<file path="src/rtl/writeback_unit_if.sv">
// Bus bundle for the writeback unit: ALU results, load returns, load issue,
// and the register-file write port with scoreboard status.
interface writeback_unit_if #(
  parameter int DATA_W = 32
) ();
  logic              alu_valid;
  logic [4:0]        alu_rd;
  logic [DATA_W-1:0] alu_data;

  logic              ld_valid;
  logic              ld_ready;
  logic [4:0]        ld_rd;
  logic [DATA_W-1:0] ld_data;

  logic              iss_valid;
  logic [4:0]        iss_rd;

  logic [31:0]       busy;
  logic              wb_en;
  logic [4:0]        wb_rd;
  logic [DATA_W-1:0] wb_data;
  logic              ld_drop;

  // The writeback unit is the slave; the core pipeline around it is the master.
  modport slave (
    input  alu_valid, alu_rd, alu_data,
    input  ld_valid, ld_rd, ld_data,
    input  iss_valid, iss_rd,
    output ld_ready, busy, wb_en, wb_rd, wb_data, ld_drop
  );

  modport master (
    output alu_valid, alu_rd, alu_data,
    output ld_valid, ld_rd, ld_data,
    output iss_valid, iss_rd,
    input  ld_ready, busy, wb_en, wb_rd, wb_data, ld_drop
  );
endinterface

</file>
<file path="src/rtl/writeback_unit.sv">
// Register-file writeback arbiter: ALU results take priority, load returns wait
// in a small FIFO, and a busy scoreboard tracks registers with loads in flight.
module writeback_unit #(
  parameter int LQ_DEPTH = 4
) (
  input  logic             clk,
  input  logic             rst,
  writeback_unit_if.slave  bus
);

  localparam int DATA_W = 32;
  localparam int RD_W   = 5;
  localparam int AW     = (LQ_DEPTH > 2) ? $clog2(LQ_DEPTH) : 1;
  localparam int CW     = AW + 1;
  localparam logic [CW-1:0] DEPTH_C = CW'(LQ_DEPTH);

  // One-hot register mask; x0 never appears in the scoreboard.
  function automatic logic [31:0] rd_mask(input logic [RD_W-1:0] rd);
    logic [31:0] m;
    m = 32'd1 << rd;
    m[0] = 1'b0;
    return m;
  endfunction

  logic [RD_W-1:0]   lq_rd_q   [LQ_DEPTH];
  logic [DATA_W-1:0] lq_data_q [LQ_DEPTH];

  logic [AW-1:0]     wr_ptr_q, wr_ptr_d;
  logic [AW-1:0]     rd_ptr_q, rd_ptr_d;
  logic [CW-1:0]     count_q,  count_d;

  logic              wb_en_q,   wb_en_d;
  logic [RD_W-1:0]   wb_rd_q,   wb_rd_d;
  logic [DATA_W-1:0] wb_data_q, wb_data_d;
  logic [31:0]       busy_q,    busy_d;
  logic              ld_drop_q, ld_drop_d;

  logic              ld_ready;
  logic              push;
  logic              alu_sel;
  logic              lq_sel;
  logic [RD_W-1:0]   head_rd;
  logic [DATA_W-1:0] head_data;

  // Readiness comes only from registered count: a full queue refuses even
  // while it pops, so there is no combinational path from pop to ld_ready.
  assign ld_ready  = (count_q < DEPTH_C);
  assign push      = bus.ld_valid && ld_ready;
  assign head_rd   = lq_rd_q[rd_ptr_q];
  assign head_data = lq_data_q[rd_ptr_q];
  assign alu_sel   = bus.alu_valid && (bus.alu_rd != '0);
  assign lq_sel    = !alu_sel && (count_q != '0);

  always_comb begin
    wr_ptr_d  = wr_ptr_q;
    rd_ptr_d  = rd_ptr_q;
    count_d   = count_q;
    wb_en_d   = 1'b0;
    wb_rd_d   = wb_rd_q;
    wb_data_d = wb_data_q;
    busy_d    = busy_q;
    ld_drop_d = ld_drop_q;

    if (push) begin
      wr_ptr_d = wr_ptr_q + AW'(1);
    end
    if (lq_sel) begin
      rd_ptr_d = rd_ptr_q + AW'(1);
    end
    count_d = count_q + CW'(push) - CW'(lq_sel);

    if (bus.ld_valid && !ld_ready) begin
      ld_drop_d = 1'b1;
    end

    // ALU wins the write port; a queue pop of rd 0 still burns the slot.
    if (alu_sel) begin
      wb_en_d   = 1'b1;
      wb_rd_d   = bus.alu_rd;
      wb_data_d = bus.alu_data;
    end else if (lq_sel && (head_rd != '0)) begin
      wb_en_d   = 1'b1;
      wb_rd_d   = head_rd;
      wb_data_d = head_data;
    end

    // Clear before set so a same-cycle issue to the committing register wins.
    if (lq_sel) begin
      busy_d = busy_d & ~rd_mask(head_rd);
    end
    if (bus.iss_valid) begin
      busy_d = busy_d | rd_mask(bus.iss_rd);
    end
    busy_d[0] = 1'b0;
  end

  always_ff @(posedge clk or posedge rst) begin
    if (rst) begin
      wr_ptr_q  <= '0;
      rd_ptr_q  <= '0;
      count_q   <= '0;
      wb_en_q   <= 1'b0;
      wb_rd_q   <= '0;
      wb_data_q <= '0;
      busy_q    <= '0;
      ld_drop_q <= 1'b0;
    end else begin
      wr_ptr_q  <= wr_ptr_d;
      rd_ptr_q  <= rd_ptr_d;
      count_q   <= count_d;
      wb_en_q   <= wb_en_d;
      wb_rd_q   <= wb_rd_d;
      wb_data_q <= wb_data_d;
      busy_q    <= busy_d;
      ld_drop_q <= ld_drop_d;
    end
  end

  // Queue storage is pure data; stale slots are never read because count gates them.
  always_ff @(posedge clk) begin
    if (push) begin
      lq_rd_q[wr_ptr_q]   <= bus.ld_rd;
      lq_data_q[wr_ptr_q] <= bus.ld_data;
    end
  end

  assign bus.ld_ready = ld_ready;
  assign bus.busy     = busy_q;
  assign bus.wb_en    = wb_en_q;
  assign bus.wb_rd    = wb_rd_q;
  assign bus.wb_data  = wb_data_q;
  assign bus.ld_drop  = ld_drop_q;

endmodule

</file>
<file path="src/flat_wrapper.sv">
// flat-port wrapper written by rule: the top's interface ports become plain ports
module writeback_unit_flat 
#(
  parameter int LQ_DEPTH = 4
)
  (clk, rst, bus_alu_valid, bus_alu_rd, bus_alu_data, bus_ld_valid, bus_ld_rd, bus_ld_data, bus_iss_valid, bus_iss_rd, bus_ld_ready, bus_busy, bus_wb_en, bus_wb_rd, bus_wb_data, bus_ld_drop);
  writeback_unit_if bus_i ();
  input  logic clk;
  input  logic rst;
  input wire logic [$bits(bus_i.alu_valid)-1:0] bus_alu_valid;
  input wire logic [$bits(bus_i.alu_rd)-1:0] bus_alu_rd;
  input wire logic [$bits(bus_i.alu_data)-1:0] bus_alu_data;
  input wire logic [$bits(bus_i.ld_valid)-1:0] bus_ld_valid;
  input wire logic [$bits(bus_i.ld_rd)-1:0] bus_ld_rd;
  input wire logic [$bits(bus_i.ld_data)-1:0] bus_ld_data;
  input wire logic [$bits(bus_i.iss_valid)-1:0] bus_iss_valid;
  input wire logic [$bits(bus_i.iss_rd)-1:0] bus_iss_rd;
  output wire logic [$bits(bus_i.ld_ready)-1:0] bus_ld_ready;
  output wire logic [$bits(bus_i.busy)-1:0] bus_busy;
  output wire logic [$bits(bus_i.wb_en)-1:0] bus_wb_en;
  output wire logic [$bits(bus_i.wb_rd)-1:0] bus_wb_rd;
  output wire logic [$bits(bus_i.wb_data)-1:0] bus_wb_data;
  output wire logic [$bits(bus_i.ld_drop)-1:0] bus_ld_drop;
  assign bus_i.alu_valid = bus_alu_valid;
  assign bus_i.alu_rd = bus_alu_rd;
  assign bus_i.alu_data = bus_alu_data;
  assign bus_i.ld_valid = bus_ld_valid;
  assign bus_i.ld_rd = bus_ld_rd;
  assign bus_i.ld_data = bus_ld_data;
  assign bus_i.iss_valid = bus_iss_valid;
  assign bus_i.iss_rd = bus_iss_rd;
  assign bus_ld_ready = bus_i.ld_ready;
  assign bus_busy = bus_i.busy;
  assign bus_wb_en = bus_i.wb_en;
  assign bus_wb_rd = bus_i.wb_rd;
  assign bus_wb_data = bus_i.wb_data;
  assign bus_ld_drop = bus_i.ld_drop;
  writeback_unit #(.LQ_DEPTH(LQ_DEPTH)) u_core (.clk(clk), .rst(rst), .bus(bus_i));
endmodule
</file>
<file path="config.mk">
export PLATFORM = sky130hd
export DESIGN_NAME = writeback_unit_flat
export DESIGN_NICKNAME = d
export VERILOG_FILES = /design/src/rtl/writeback_unit_if.sv /design/src/rtl/writeback_unit.sv /design/src/flat_wrapper.sv
export SDC_FILE = /design/constraint.sdc
export NUM_CORES = 1
export LEC_CHECK = 0
export BUFFER_PORTS_ARGS = -buffer_cell sky130_fd_sc_hd__buf_2
export CAP_MARGIN = 40
export CORE_ASPECT_RATIO = 0.75
export CORE_MARGIN = 4
export CORE_UTILIZATION = 30
export DETAILED_ROUTE_END_ITERATION = 16
export PLACE_DENSITY = 0.57
export SYNTH_ARGS = -nofsm -noshare
export SYNTH_HDL_FRONTEND = slang
export SYNTH_SLANG_ARGS = --single-unit
</file>
<file path="constraint.sdc">
create_clock -name clk -period 3.8 [get_ports clk]
set_input_delay 0 -clock clk [delete_from_list [all_inputs] [get_ports clk]]
set_output_delay 0 -clock clk [all_outputs]
set_load 0.01 [all_outputs]
</file>
==> results.rst <==
.. list-table::
   :header-rows: 1

   * - Metric
     - Value
   * - Final core area utilization
     - 0.410
   * - Drt pass-1 iters
     - 4
   * - Number of placed cells counting well taps
     - 1070
   * - Total of flip-flops plus latches after synthesis
     - 225
   * - Count of vias placed by the detailed router
     - 5696
   * - Count of pins over their slew limit
     - 0
   * - Fraction of power consumed by sequential logic
     - 0.422
   * - Portion of total power attributed to combinational logic
     - 0.302
   * - Number of violations of the max-capacitance limit
     - 0
   * - Portion of synthesized cell area occupied by the leading cell type
     - 0.493
   * - Type of destination of the critical path
     - flop
   * - Area of combinational cells with multiple inputs
     - 2470 um2
   * - Most common library cell in the layout ignoring fill and taps
     - sky130_fd_sc_hd__buf_2
   * - Max Fclk
     - 0.332 GHz
   * - Fin nets
     - 884
   * - Synthesized area
     - 9020 um2
   * - Fraction of registers with async set or reset after synthesis
     - 0.342
   * - Clock sink count
     - 225
   * - Static Leakage
     - 0.00451 uW
   * - Area Overhead vs Synth
     - 33.2%
   * - Sum of net half-perimeters after detailed placement
     - 15200 um
   * - Yosys warning count
     - 0
   * - Stage delay of the slowest cell on the critical path
     - 0.83 ns
   * - Core area
     - 29300 um2
   * - Overall power
     - 8710 uW
   * - Part of the power in the clock network
     - 0.276
   * - Commonest non-fill, non-tap cells in the layout
     - sky130_fd_sc_hd__buf_2 (154), sky130_fd_sc_hd__edfxtp_1 (148), sky130_fd_sc_hd__dlygate4sd3_1 (91), sky130_fd_sc_hd__dfrtp_1 (75), sky130_fd_sc_hd__o21ai_0 (63)
   * - Result of the run
     - finished clean
   * - Vias per cell
     - 4.74
   * - Power density over the cells
     - 725 nW/um2
   * - Antenna diode count
     - 0
   * - Crit path buf inv count
     - 1
   * - Ratio of cells with drive above 1 in the final layout
     - 0.327
   * - Level count of the clock H-tree
     - 1
   * - Total global routing track utilization
     - 0.143
   * - Final critical path time including I/O delays and setup
     - 3.01 ns
   * - Initial antenna violation count
     - 0
   * - Slew @ Worst Pin
     - 0.768 ns
   * - Critical path data arrival time
     - 3.40 ns
   * - Synth Area per Inst
     - 16.6 um2
   * - Int Pwr
     - 6020 uW
   * - Master cell of the clock root buffer
     - sky130_fd_sc_hd__clkbuf_16
   * - Switching fraction of total power
     - 0.309
   * - Die Area
     - 32900 um2
   * - Number of port buffers
     - 154
   * - Wirelength per Cell
     - 19.8 um
   * - Fill count
     - 2730
   * - Number of cells produced by synthesis
     - 544
   * - Clock Pin Slew Worst Setup and Hold Paths
     - 0.06 ns
   * - Slowest library cell on the worst path
     - sky130_fd_sc_hd__dfrtp_4
   * - Die H
     - 158 um
   * - Worst path cell trace
     - mux4_2 > nor3_2 > nand3_1 > o2bb2ai_1 > dlygate4sd3_1
   * - Post-route ant nets
     - 0
   * - Effective utilization at floorplan
     - 0.308
   * - Number of hold violations in the final report
     - 0
   * - Switch Pwr
     - 2690 uW
   * - Unrepaired setup endpoints after global routing
     - no
   * - Clock tree from TritonCTS
     - built
   * - Cell family contributing the most delay on the critical path
     - flip-flops
   * - Number of violations reported at the end of detailed-routing iteration 0
     - 285
   * - X dimension of the die
     - 208 um
   * - Total gr overflow
     - 0
   * - Final hold slack
     - 0.0909 ns
   * - Post-synth EDFFs
     - 148
   * - Final Skew
     - 0.00767 ns
   * - Share of synthesized area occupied by flip-flops and latches
     - 0.706
   * - CTS Buffer Depth
     - 3
   * - Relative slew slack
     - 0.488
   * - Count of pins on the block boundary
     - 156
   * - Largest area contributor in the synthesized netlist
     - sky130_fd_sc_hd__edfxtp_1
   * - Peak ir drop on the vdd network
     - 0.000282 V
   * - Type of the worst setup path
     - reg2reg
   * - Dominant cells by area after synthesis
     - sky130_fd_sc_hd__edfxtp_1 (49%), sky130_fd_sc_hd__dfrtp_1 (21%), sky130_fd_sc_hd__mux4_2 (9.0%)
   * - Wire length of the first global-routing pass
     - 36700 um
   * - Global placer's final weighted congestion
     - 0.788
   * - Latest clock arrival within the worst-skew pair
     - 0.50 ns
   * - Total wire length
     - 23800 um
   * - TritonCTS Buffers
     - 23
   * - Largest fanout of any net on the critical path
     - 30
   * - Site row count
     - 54
   * - Register Area
     - 6380 um2
   * - Residual DRC
     - 0
   * - Number of different library cells in the post-synthesis netlist
     - 48
   * - Nature of the critical path startpoint
     - flop
   * - Setup Total Neg Slack
     - 0 ns
   * - Endpoint required time on the critical path
     - 4.19 ns
   * - Crit share post-route
     - 0.793
   * - Finished Layout Cells
     - 1202
   * - Pin count of the biggest net entering global routing
     - 40
   * - Post-CTS setup buffer count
     - 0
   * - Post-synth net total
     - 634
   * - Predominant post-synthesis flop cell
     - sky130_fd_sc_hd__edfxtp_1
   * - Number of global-route vias before repair
     - 6210
   * - Tightest Hold Check Type
     - in2async
   * - Final-report setup violation count
     - 0
-- state kept, by name, indices dropped and copies added, names as in the netlist --
| signal | count |
|---|---|
| u_core.lq_rd_q | 20 |
| u_core.bus.ld_drop | 1 |
| u_core.bus.wb_data | 32 |
| u_core.bus.wb_rd | 5 |
| u_core.bus.busy | 31 |
| u_core.wr_ptr_q | 2 |
| u_core.rd_ptr_q | 2 |
| u_core.count_q | 3 |
| u_core.bus.wb_en | 1 |
| u_core.lq_data_q | 128 |
-- metal layers --
layer | wire [um] | GRT usage
met5 | 0 | 0
met2 | 10700 | 0.226
met4 | 507 | 0.0347
met1 | 11200 | 0.208
met3 | 1420 | 0.0244
-- final timing paths --
check / cells after the start / from / slack, ns / endpoint
min reg2reg: 1 / u_core.bus.ld_drop / 0.46 / u_core.bus.ld_drop
min: 3 / rst / 0.09 / u_core.bus.wb_rd[4]
max in group asynchronous: 4 / rst / 2.91 / u_core.bus.ld_drop
min in group clk: 4 / bus_alu_valid / 0.12 / u_core.count_q[0]
max reg2reg: 5 / u_core.rd_ptr_q[0] / 0.79 / u_core.bus.busy[17]
max: 5 / u_core.rd_ptr_q[0] / 0.79 / u_core.bus.busy[17]
-- layout make-up --
| class | instances | share of cell area |
|---|---|---|
| timing repair buffer | 257 | 0.152 |
| clock buffer | 25 | 0.0502 |
| sequential | 225 | 0.531 |
| tap | 392 | 0.0408 |
| multi-input combinational | 275 | 0.205 |
| inverter | 12 | 0.00385 |
| clock inverter | 16 | 0.0169 |
-- what timing repair did --
action,in CTS,in global routing
endpoints found under the hold margin,262,0
hold buffers,91,0
resized for setup,0,0
-- cells in the mapped netlist (2+ instances only) --
library cell and count:
sky130_fd_sc_hd__nand2_1 5, sky130_fd_sc_hd__nand3b_1 5, sky130_fd_sc_hd__or2_2 2, sky130_fd_sc_hd__nor2b_1 3, sky130_fd_sc_hd__and2_1 7, sky130_fd_sc_hd__or3_1 33, sky130_fd_sc_hd__buf_6 5, sky130_fd_sc_hd__o2bb2ai_1 12
sky130_fd_sc_hd__edfxtp_1 148, sky130_fd_sc_hd__a22o_1 4, sky130_fd_sc_hd__a22oi_1 4, sky130_fd_sc_hd__nor2_1 4, sky130_fd_sc_hd__inv_1 12, sky130_fd_sc_hd__mux4_2 36, sky130_fd_sc_hd__dfrtp_1 77, sky130_fd_sc_hd__nor3_1 3
sky130_fd_sc_hd__o21ai_2 5, sky130_fd_sc_hd__nand4_1 3, sky130_fd_sc_hd__nor2_2 2, sky130_fd_sc_hd__buf_2 5, sky130_fd_sc_hd__xnor2_1 4, sky130_fd_sc_hd__nand3_1 19, sky130_fd_sc_hd__ha_1 5, sky130_fd_sc_hd__a2bb2oi_1 32
sky130_fd_sc_hd__or3b_2 2, sky130_fd_sc_hd__nand2b_1 3, sky130_fd_sc_hd__clkbuf_1 20, sky130_fd_sc_hd__o21ai_0 63, sky130_fd_sc_hd__mux2i_1 2
-- tightest hold or removal path, stage by stage --
cell	delay, ns
sky130_fd_sc_hd__dlygate4sd3_1	0.53
sky130_fd_sc_hd__buf_2	0.12
sky130_fd_sc_hd__clkinv_2	0.40
-- metrics by stage --
step                setup slack, ns  instance area (um2)
global route                  0.614                12000
CTS                           0.777                12000
floorplan                      1.25                 9020
detailed placement             1.01                10300
global placement               1.07                10200
finish                        0.786                12000
-- power by group through the flow --
stage	Clock, uW	Sequential (uW)	Combinational [uW]
after detailed placement	0	3720	2570
final	2400	3680	2630
after CTS	2470	3690	2680
after global routing	2580	3760	2890
after floorplan	0	3680	1620
after global placement	0	3730	2500
-- cell families (layout without fill, tap and decap cells) --
kind of cell / Yosys count / count (layout) / share of synthesized area
DFF: 225 / 225 / 0.706
xor gates and xnor gates: 5 / 5 / 0.00485
other: 1 / 1 / 0.000416
muxes: 39 / 39 / 0.0934
and+or+nand+nor: 98 / 98 / 0.0662
buffers and inverters: 44 / 310 / 0.0237
AOI/OAI and AO/OA: 126 / 126 / 0.0960
adders and majority gates: 6 / 6 / 0.00916
Power figures use the tool's default switching activity.
